[src/rtl/secded_pkg.sv]
// Shared types, status codes and helper functions for the SECDED stream decoder.
// The optional error counters are enabled with the SECDED_ERR_CNT_EN macro.
package secded_pkg;

    localparam logic [1:0] ST_CLEAN = 2'b00;
    localparam logic [1:0] ST_SGL   = 2'b01;
    localparam logic [1:0] ST_DBL   = 2'b10;

    // Smallest P with 2^P >= data_w + P + 1.
    function automatic int calc_p_w(input int data_w);
        int r;
        r = 0;
        for (int p = 31; p >= 1; p--) begin
            if ((longint'(1) << p) >= longint'(data_w + p + 1)) begin
                r = p;
            end
        end
        return r;
    endfunction

    // Codeword position of data bit k (non-power-of-two positions, LSB first).
    function automatic int data_pos(input int k);
        int n;
        int r;
        n = 0;
        r = 0;
        for (int i = 3; i < 256; i++) begin
            if ((i & (i - 1)) != 0) begin
                if (n == k) begin
                    r = i;
                end
                n++;
            end
        end
        return r;
    endfunction

    // Positions whose index has bit k set: the coverage set of parity 2^k.
    function automatic logic [63:0] cover_mask(input int k);
        logic [63:0] m;
        m = '0;
        for (int i = 0; i < 64; i++) begin
            m[6'(i)] = ((i >> k) & 1) != 0;
        end
        return m;
    endfunction

    function automatic logic [63:0] secded_encode(
        input logic [63:0] data,
        input int          data_w
    );
        logic [63:0] c;
        int          s;
        int          pw;
        c  = '0;
        s  = 0;
        pw = calc_p_w(data_w);
        for (int k = 0; k < data_w; k++) begin
            c[6'(data_pos(k))] = data[6'(k)];
        end
        for (int i = 1; i < 64; i++) begin
            if (c[6'(i)]) begin
                s = s ^ i;
            end
        end
        for (int k = 0; k < pw; k++) begin
            c[6'(1 << k)] = s[5'(k)];
        end
        c[0] = ^c;
        return c;
    endfunction

endpackage

[src/rtl/secded_syndrome.sv]
// Combinational Hamming syndrome and overall parity of one codeword.
// Used by the first pipeline stage of secded_stream_dec.
module secded_syndrome
    import secded_pkg::*;
#(
    parameter int CODE_W = 16,
    parameter int P_W    = 4
) (
    input  logic [CODE_W-1:0] code,
    output logic [P_W-1:0]    syn,
    output logic              par
);

    for (genvar k = 0; k < P_W; k++) begin : g_syn
        localparam logic [63:0] MASK = cover_mask(k);
        assign syn[k] = ^(code & MASK[CODE_W-1:0]);
    end

    assign par = ^code;

endmodule

[src/rtl/secded_stream_dec.sv]
// Two-stage pipelined SECDED decoder on a valid/ready stream.
// Define SECDED_ERR_CNT_EN to add saturating single/double error counters.
module secded_stream_dec
    import secded_pkg::*;
#(
    parameter  int DATA_W = 11,
    localparam int P_W    = calc_p_w(DATA_W),
    localparam int CODE_W = DATA_W + P_W + 1
) (
    input  logic              clk,
    input  logic              reset,
    input  logic              in_valid,
    output logic              in_ready,
    input  logic [CODE_W-1:0] in_code,
    output logic              out_valid,
    input  logic              out_ready,
    output logic [DATA_W-1:0] out_data,
    output logic [1:0]        out_status
`ifdef SECDED_ERR_CNT_EN
    ,
    input  logic              cnt_clr,
    output logic [15:0]       sgl_cnt,
    output logic [15:0]       dbl_cnt
`endif
);

    logic              adv1;
    logic              adv2;
    logic [P_W-1:0]    syn_c;
    logic              par_c;
    logic [DATA_W-1:0] raw_c;

    logic              s1_valid;
    logic [DATA_W-1:0] s1_data;
    logic [P_W-1:0]    s1_syn;
    logic              s1_par;

    logic              syn_zero;
    logic              syn_in;
    logic              flip;
    logic [1:0]        status_c;
    logic [DATA_W-1:0] hit;
    logic [DATA_W-1:0] data_c;

    assign adv2     = !out_valid || out_ready;
    assign adv1     = !s1_valid || adv2;
    assign in_ready = adv1;

    secded_syndrome #(
        .CODE_W (CODE_W),
        .P_W    (P_W)
    ) u_syn (
        .code (in_code),
        .syn  (syn_c),
        .par  (par_c)
    );

    // Only the data field of the codeword travels on; parity positions
    // never reach the output, so a parity-bit flip needs no correction.
    for (genvar k = 0; k < DATA_W; k++) begin : g_bit
        localparam int POS = data_pos(k);
        assign raw_c[k]  = in_code[POS];
        assign hit[k]    = (s1_syn == P_W'(POS));
        assign data_c[k] = s1_data[k] ^ (flip && hit[k]);
    end

    always_ff @(posedge clk or negedge reset) begin
        if (!reset) begin
            s1_valid <= 1'b0;
            s1_data  <= '0;
            s1_syn   <= '0;
            s1_par   <= 1'b0;
        end else if (adv1) begin
            s1_valid <= in_valid;
            if (in_valid) begin
                s1_data <= raw_c;
                s1_syn  <= syn_c;
                s1_par  <= par_c;
            end
        end
    end

    assign syn_zero = (s1_syn == '0);
    assign syn_in   = (32'(s1_syn) < 32'(CODE_W));

    always_comb begin
        status_c = ST_CLEAN;
        flip     = 1'b0;
        unique case (1'b1)
            (syn_zero && !s1_par): status_c = ST_CLEAN;
            (syn_zero && s1_par):  status_c = ST_SGL;
            (!syn_zero && s1_par && syn_in): begin
                status_c = ST_SGL;
                flip     = 1'b1;
            end
            default: status_c = ST_DBL;
        endcase
    end

    always_ff @(posedge clk or negedge reset) begin
        if (!reset) begin
            out_valid  <= 1'b0;
            out_data   <= '0;
            out_status <= ST_CLEAN;
        end else if (adv2) begin
            out_valid <= s1_valid;
            if (s1_valid) begin
                out_data   <= data_c;
                out_status <= status_c;
            end
        end
    end

`ifdef SECDED_ERR_CNT_EN
    logic fire;
    assign fire = out_valid && out_ready;

    always_ff @(posedge clk or negedge reset) begin
        if (!reset) begin
            sgl_cnt <= '0;
            dbl_cnt <= '0;
        end else if (cnt_clr) begin
            sgl_cnt <= '0;
            dbl_cnt <= '0;
        end else if (fire) begin
            if (out_status[0] && sgl_cnt != 16'hFFFF) begin
                sgl_cnt <= sgl_cnt + 16'd1;
            end
            if (out_status[1] && dbl_cnt != 16'hFFFF) begin
                dbl_cnt <= dbl_cnt + 16'd1;
            end
        end
    end
`endif

endmodule

[config.mk]
export PLATFORM = sky130hd
export DESIGN_NAME = secded_stream_dec
export DESIGN_NICKNAME = d
export VERILOG_FILES = /design/src/rtl/secded_pkg.sv /design/src/rtl/secded_syndrome.sv /design/src/rtl/secded_stream_dec.sv
export SDC_FILE = /design/constraint.sdc
export NUM_CORES = 1
export LEC_CHECK = 0
export CORE_AREA = 4 4 64 66
export DETAILED_ROUTE_END_ITERATION = 7
export DIE_AREA = 0 0 68 70
export MAX_ROUTING_LAYER = met4
export PLACE_DENSITY = 0.71
export SYNTH_ARGS = -nofsm -noshare
export SYNTH_HDL_FRONTEND = slang
export SYNTH_SLANG_ARGS = --single-unit
[constraint.sdc]
create_clock -name clk -period 1.75 [get_ports clk]
set_clock_uncertainty 0.2 [all_clocks]
set_input_delay 0.35 -clock clk [delete_from_list [all_inputs] [get_ports clk]]
set_output_delay 0.35 -clock clk [all_outputs]
set_load 0.01 [all_outputs]
# Word-level counts from Yosys, hierarchy flattened
# Cells that the tools add are included.
# word_totals
wordCells	60
ff_bits	31
input_bits	20
# classes
bitwise_logic	11
eq_ne	11
mux	2
reduce_logical	29
# op_table
op	n
$reduce_xor 16->1	5
$eq 4x4->1 const B	7
$logic_and 1x1->1	14
$eq 4x3->1 const B	3
$xor 1x1->1	11
$eq 4x2->1 const B	1
$logic_not 1->1	4
$logic_not 4->1	1
$pmux 2 s2	1
$reduce_and 2->1	2
$logic_or 1x1->1	2
$reduce_or 2->1	1
$mux 1	1

# Depth between registers and ports, before layout
# Gate-level depths: netlist (run 1).
# depth
depth_word	6
mapped_depth	6
ltp_nobuf	5

# By module
# Synthesis (run 1) repeated with hierarchy kept, for this count alone.
# unflattened
cells_unflattened	142
hier_area_um2	1622.8
# by_module_without_submodules
module	area_per_inst_um2	cells_per_inst	instances	seq_area_each_um2
secded_stream_dec	1382.6	117	1	775.7
secded_syndrome	240.2	25	1	0.0

# Worst setup path after synthesis (run 1)
# OpenSTA, ideal clock, no wires.
# synth_path
path_kind	input to register
startpoint	in out_ready
endpoint	reg s1_data[4]
t_arrival_ps	1301
setup_time_ps	125
cell_stages	4
path_buffers	1
setup_slack_ps	124
path_cell_list	nand3b_1 > nand2_1 > clkbuf_1 > mux2_2
# synth_between
elab_chain_cells	3
# synth_rtl
item	line	rtl
start, declared	secded_stream_dec.sv:16	input logic out_ready,
$logic_or 1x1->1	secded_stream_dec.sv:45	assign adv2 = !out_valid || out_ready;
$logic_or 1x1->1	secded_stream_dec.sv:46	assign adv1 = !s1_valid || adv2;
$reduce_and 2->1 (no source line)	--	
end signal, assigned	secded_stream_dec.sv:76	s1_data <= raw_c;
end, declared	secded_stream_dec.sv:34	logic [DATA_W-1:0] s1_data;
# Every way passes these cells.
# A chain may end at the register's enable or synchronous reset.

# Final worst setup path (run 1)
# layout_path
startpoint	in in_code[12]
endpoint	reg s1_par
# layout_between
elab_chain_cells	1
# layout_rtl
item	line	rtl
start, declared	secded_stream_dec.sv:14	input logic [CODE_W-1:0] in_code,
$reduce_xor 16->1	secded_syndrome.sv:19	assign par = ^code;
end signal, assigned	secded_stream_dec.sv:78	s1_par <= par_c;
end, declared	secded_stream_dec.sv:36	logic s1_par;
# Every way passes these cells.

==> results of run 1 <==
[final cells by class]
cell class	instances	area share, %
flip-flops and latches	31	36.9
multi-input cells	108	36.6
repair buffers	51	21.7
well taps	48	2.86
clock buffers	6	1.97
[cell usage in the layout, fill, tap and decap left out, types with 2 or more instances in the layout]
master and n:
sky130_fd_sc_hd__xnor2_1 31, sky130_fd_sc_hd__dfrtp_1 31, sky130_fd_sc_hd__nor2_1 19, sky130_fd_sc_hd__clkdlybuf4s50_1 17, sky130_fd_sc_hd__dlygate4sd2_1 16, sky130_fd_sc_hd__buf_4 16
sky130_fd_sc_hd__mux2_2 14, sky130_fd_sc_hd__a21oi_1 11, sky130_fd_sc_hd__nand2_1 6, sky130_fd_sc_hd__xor2_1 6, sky130_fd_sc_hd__nand2b_1 5, sky130_fd_sc_hd__clkbuf_4 5
sky130_fd_sc_hd__o21ai_0 4, sky130_fd_sc_hd__nand3b_1 3, sky130_fd_sc_hd__nand3_1 2, sky130_fd_sc_hd__nor3b_1 2, sky130_fd_sc_hd__nor3_1 2
[per-layer routing]
metal,part of all wire (%),wire (um),up-vias
li1,-,-,584
met1,44,1260,542
met2,51,1460,27
met3,4.6,134,5
met4,1.1,32,0
met5,0,0,-
[sequential cells by signal, indices dropped and copies added, names as in the netlist]
name / cells
out_data: 11
out_status: 2
out_valid: 1
s1_data: 11
s1_par: 1
s1_syn: 4
s1_valid: 1
[kinds of logic after synthesis]
family,Yosys count
AOI/OAI and AO/OA,15
xor gates and xnor gates,38
buffers and inverters,5
DFF,31
muxes,14
and+or+nand+nor,41
[cell usage after synthesis]
master,count,area (sq um)
sky130_fd_sc_hd__xnor2_1,32,280
sky130_fd_sc_hd__dfrtp_1,31,776
sky130_fd_sc_hd__nor2_1,19,71.3
sky130_fd_sc_hd__mux2_2,14,158
sky130_fd_sc_hd__a21oi_1,11,55.1
sky130_fd_sc_hd__nand2_1,6,22.5
sky130_fd_sc_hd__xor2_1,6,52.6
sky130_fd_sc_hd__nand2b_1,5,31.3
sky130_fd_sc_hd__clkbuf_1,4,15.0
sky130_fd_sc_hd__o21ai_0,4,20.0
sky130_fd_sc_hd__nand3b_1,3,22.5
sky130_fd_sc_hd__nand3_1,2,10.0
sky130_fd_sc_hd__nor3_1,2,10.0
sky130_fd_sc_hd__nor3b_1,2,15.0
sky130_fd_sc_hd__and2_1,1,6.26
sky130_fd_sc_hd__buf_2,1,5.00
sky130_fd_sc_hd__nor4_1,1,6.26
[how the worst min path moves through the flow]
stage	startpoint	to	slack [ns]	depth (start not counted)
floorplan	reset	out_data[0]	-0.15	0
global placement	s1_valid	out_valid	0.26	1
detailed placement	s1_valid	out_valid	0.29	1
CTS	reset	s1_data[9]	0.21	2
global route	reset	s1_data[9]	0.24	2
finish	reset	s1_data[9]	0.21	2
[report_power, final]
group | internal [mW] | total (mW) | switching (mW) | leakage, nW
sequential | 0.890 | 1.05 | 0.155 | 0.356
clock | 0.143 | 0.359 | 0.216 | 0.0242
combinational | 0.422 | 0.743 | 0.321 | 0.467
[per-stage QoR]
step	setup TNS, ns	cells	instance area (sq um)	utilization [%]
floorplan	0	144	1560	-
global placement	-3.13	238	2080	58.0
detailed placement	-3.77	238	2080	58.0
CTS	0	244	2090	58.5
global route	-0.0516	244	2100	58.7
finish	-0.0251	244	2100	58.7
[critical path: stages]
cell and delay (ns):
sky130_fd_sc_hd__clkdlybuf4s50_1 0.43, sky130_fd_sc_hd__xnor2_1 0.30, sky130_fd_sc_hd__xnor2_2 0.17, sky130_fd_sc_hd__xnor2_1 0.17
sky130_fd_sc_hd__xnor2_1 0.10, sky130_fd_sc_hd__mux2_2 0.26
[timing repair]
| item | in CTS | in global routing |
|---|---|---|
| setup endpoints to repair | 16 | 1 |
| resized for setup | 20 | 1 |
| setup buffers | 0 | 0 |
| pin swaps | 3 | 1 |
==> results by group, run 1 <==
Place
  – Final weighted congestion of routability-driven global placement: 0.700
  – HPWL Detailed: 2270 um
  – Number of buffers inserted by port buffering: 34
  – Placement Setup Slack: -0.384 ns

Clock network
  – Clock Tree Root: sky130_fd_sc_hd__clkbuf_4
  – Clock Path Buffers: 2
  – Number of clock sinks: 31
  – CTS Hold Buffers Added: 0
  – Number of buffers inserted during clock tree synthesis: 5
  – CTS tree: done
  – Latest clock arrival within the worst-skew pair: 0.32 ns
  – Maximum level of the CTS H-tree: 2
  – Clock slew at reported path FFs: 0.09 ns

STA
  – Worst slew margin relative to its limit: 74.3%
  – Actual slew at the worst max-slew pin: 0.385 ns
  – Worst hold slack across all endpoints: 0.205 ns
  – Least setup slack across all paths after layout: -0.0251 ns
  – Post-layout min period: 1.78 ns
  – Endpoints failing hold: 0
  – Share of the clock period used by the worst path after layout: 101%
  – Final count of pins violating max slew: 0
  – Top achievable clock speed: 563 MHz
  – Count of endpoints failing setup in the final report: 1

Setup path
  – Source of the critical timing path: in_code[12]
  – Setup slack of the worst register-to-register path: 0.26 ns
  – Type of element launching the critical path: input port
  – CP Data Arrival Time: 1.79 ns
  – Category of the most critical setup path: in2reg
  – Required time of the critical path: 1.76 ns
  – Startpoint of the most critical register-to-register path: s1_par
  – Worst-path fanout max: 2
  – Terminus of the critical flop-to-flop path: out_data[9]
  – Crit end category: flip-flop
  – Cell count of the worst reg-to-reg path: 4
  – Worst Setup EP: s1_par

Finish
  – Fill cell total of the finished layout: 335
  – Combined area of the multi-input logic cells: 768 sq um
  – Synthesis-to-layout area growth: 35.0%
  – Fraction of layout cells with a size suffix above 1: 19.4%
  – FF/Latch Area: 776 sq um
  – Layout net count: 217
  – Antenna diode count: 0

GRT
  – Met3 Use GR: 5.31%
  – Initial antenna violation count: 0
  – Global routing met1 resource utilization: 16.9%
  – First-pass GRT wire length: 5110 um
  – Number of global-route vias before repair: 1197
  – Gr busiest metal: met2
  – Met2 usage in global routing: 22.9%
  – Total global routing track utilization: 14.6%
  – Remaining global-route overflow: 0
  – Pin count of the biggest net entering global routing: 32

Detailed routing
  – First drt pass iteration count: 4
  – ANT nets after route: 0
  – Routed len/inst: 11.8 um
  – Via density: 4.75
  – Number of DRC violations after detailed routing: 0
  – Final Routed Wirelength: 2890 um
  – Vias after detailed routing: 1158
  – Detailed router's first-iteration violation count: 34

Floorplan
  – Boundary Pins: 35
  – Row count: 22
  – Core Area: 0.00358 sq mm
  – Die outline width: 68 um
  – Area of the die: 0.00476 sq mm
  – Floorplan die height: 70 um
  – Starting density of the core: 43.5%

Run
  – MaxCap Viol Count: 0

Yosys
  – Number of warnings reported in the yosys synthesis log: 0
  – Number of instances in the synthesized netlist: 144
  – Arithmetic-cell share of the synthesized area counting full adders, half adders and majority gates: 0%
  – Avg Cell Area, Syn: 10.8 sq um
  – Synth Area in Compound Gates: 4.82%
  – Net count after synthesis: 164
  – Simple-gate share of the synthesized area: 12.5%
  – Multiplexer area fraction after synthesis: 10.1%
  – Largest family of logic cells by synthesized area: XOR/XNOR gates
  – Summed instance area of the synthesized netlist: 0.00156 sq mm
  – Register bit total from synthesis: 31
  – Xor and xnor fraction of the mapped netlist area: 21.4%
  – Unique cell type count in the Yosys netlist: 17
  – Register area share after synthesis: 49.8%

Power
  – Leak Pwr: 0.847 nW
  – Final Power: 2.15 mW
  – Power per cell area: 1020 mW/mm^2
  – Peak ir drop on the vdd network: 346 uV

Worst hold path
  – Hold Crit Class: in2async

Run status
  – Status: complete, but fails checks
  – Failing checks: negative setup slack
(Power assumes the default switching activity.)
==> run 2, diff against run 1 <==
==> constraint.sdc (replaced) <==
create_clock -name clk -period 2.1 [get_ports clk]
set_clock_uncertainty 0.2 [all_clocks]
set_input_delay 0.42 -clock clk [delete_from_list [all_inputs] [get_ports clk]]
set_output_delay 0.42 -clock clk [all_outputs]
set_load 0.01 [all_outputs]
==> results by group, run 2 (synthesis gave the netlist of run 1 again) <==
GRT
  – First-pass GRT wire length: 5000 um
  – Pin count of the biggest net entering global routing: 32
  – Remaining global-route overflow: 0
  – Initial antenna violation count: 0
  – Number of global-route vias before repair: 1134
  – Total global routing track utilization: 14.3%

Floorplan
  – Core Area: 0.00358 sq mm
  – Boundary Pins: 35
  – Floorplan die height: 70 um
  – Row count: 22
  – Starting density of the core: 43.5%
  – Die outline width: 68 um
  – Area of the die: 0.00476 sq mm

Run status
  – Status: completed

Detailed routing
  – Routed len/inst: 12.0 um
  – Vias after detailed routing: 1141
  – Uppermost signal routing layer after detailed routing: met4
  – First drt pass iteration count: 4
  – Metal3 WL: 130 um
  – Detailed router's first-iteration violation count: 23
  – Via density: 4.70
  – Routed met1 length: 1270 um
  – Routed wire length on met2: 1470 um
  – Final Routed Wirelength: 2930 um
  – ANT nets after route: 0
  – Number of DRC violations after detailed routing: 0

STA
  – Final count of pins violating max slew: 0
  – Worst hold slack across all endpoints: 0.253 ns
  – Top achievable clock speed: 509 MHz
  – Setup repair after global routing missed its margin: false
  – Post-layout min period: 1.97 ns
  – Least setup slack across all paths after layout: 0.134 ns
  – Setup TNS after final layout: 0 ns
  – Endpoints failing hold: 0
  – Actual slew at the worst max-slew pin: 0.383 ns
  – Share of the clock period used by the worst path after layout: 93.6%
  – Count of endpoints failing setup in the final report: 0
  – Worst slew margin relative to its limit: 74.5%

Finish
  – Largest registers: out_data x11, s1_data x11, s1_syn x4
  – Most common library cell in the layout ignoring fill and taps: sky130_fd_sc_hd__clkdlybuf4s50_1
  – Antenna diode count: 0
  – Most used cells in the layout excluding fill and tap cells: 33 x sky130_fd_sc_hd__clkdlybuf4s50_1, 32 x sky130_fd_sc_hd__xnor2_1, 31 x sky130_fd_sc_hd__dfrtp_1, 19 x sky130_fd_sc_hd__nor2_1, 14 x sky130_fd_sc_hd__mux2_2
  – Fill cell total of the finished layout: 331
  – Fraction of layout cells with a size suffix above 1: 18.5%
  – Layout net count: 214
  – Combined area of the multi-input logic cells: 761 sq um
  – FF/Latch Area: 776 sq um
  – Synthesis-to-layout area growth: 37.5%

Clock network
  – Number of buffers inserted during clock tree synthesis: 5
  – CTS Hold Buffers Added: 0
  – CTS tree: done
  – Latest clock arrival within the worst-skew pair: 0.34 ns
  – Clock slew at reported path FFs: 0.10 ns
  – Number of clock sinks: 31
  – Maximum level of the CTS H-tree: 2
  – Clock Path Buffers: 2
  – Clock Tree Root: sky130_fd_sc_hd__clkbuf_4

Worst hold path
  – Hold Crit Class: in2async

Setup path
  – CP Data Arrival Time: 1.35 ns
  – Category of the most critical setup path: in2out
  – Type of element launching the critical path: input port
  – Required time of the critical path: 1.48 ns
  – Crit end category: output pin
  – Worst-path fanout max: 3

Power
  – Power per cell area: 952 mW/mm^2
  – Leak Pwr: 0.840 nW
  – Final Power: 2.04 mW
  – Peak ir drop on the vdd network: 376 uV

Run
  – MaxCap Viol Count: 0

Place
  – HPWL Detailed: 2320 um
  – Number of buffers inserted by port buffering: 34
  – Final weighted congestion of routability-driven global placement: 0.706
  – Placement Setup Slack: -0.124 ns
==> run 2: area by class of cell <==
cell class / count / share of cell area, %
Timing Repair Buffer: 48 / 21.3
Clock inverter: 2 / 1.64
Multi-Input combinational cell: 108 / 35.6
Sequential cell: 31 / 36.3
Tap cell: 48 / 2.81
Clock buffer: 6 / 2.40
==> run 2: timing repair <==
item	in CTS	in global routing
buffers inserted	0	0
gates resized for setup	1	0
setup endpoints to repair	1	0
endpoints found under the hold margin	0	0
==> run 2: per-layer routing <==
metal / vias up / GRT usage, %
met4: 0 / 5.30
met5: - / -
met1: 534 / 16.8
met3: 6 / 4.82
li1: 576 / -
met2: 25 / 22.5
==> run 2: worst max-delay path, stage by stage <==
cell	delay, ns
sky130_fd_sc_hd__clkdlybuf4s50_1	0.42
sky130_fd_sc_hd__nand3b_1	0.20
sky130_fd_sc_hd__dlygate4sd2_1	0.31
==> run 2: path summary, 6_finish.rpt <==
check	from	endpoint	slack, ns	depth (start not counted)
max	out_ready	in_ready	0.13	3
min	reset	s1_data[9]	0.25	2
max reg2reg	s1_par	out_data[9]	0.61	4
min reg2reg	s1_valid	out_valid	0.31	1
max in group asynchronous	reset	s1_data[3]	1.15	2
min in group clk	s1_valid	out_valid	0.31	1
==> run 2: through the flow <==
stage / util [%] / std cells / cell area (sq um)
after floorplan: - / 144 / 1560
after global placement: 57.4 / 235 / 2050
after detailed placement: 57.4 / 235 / 2050
after CTS: 59.8 / 243 / 2140
after global routing: 59.8 / 243 / 2140
final: 59.8 / 243 / 2140
==> run 2: power breakdown <==
group	total [mW]	internal, mW	switching, mW	leakage, nW
clock network	0.492	0.281	0.210	0.0482
logic	0.669	0.402	0.266	0.436
registers	0.877	0.742	0.135	0.356
total	2.04	1.43	0.612	0.840
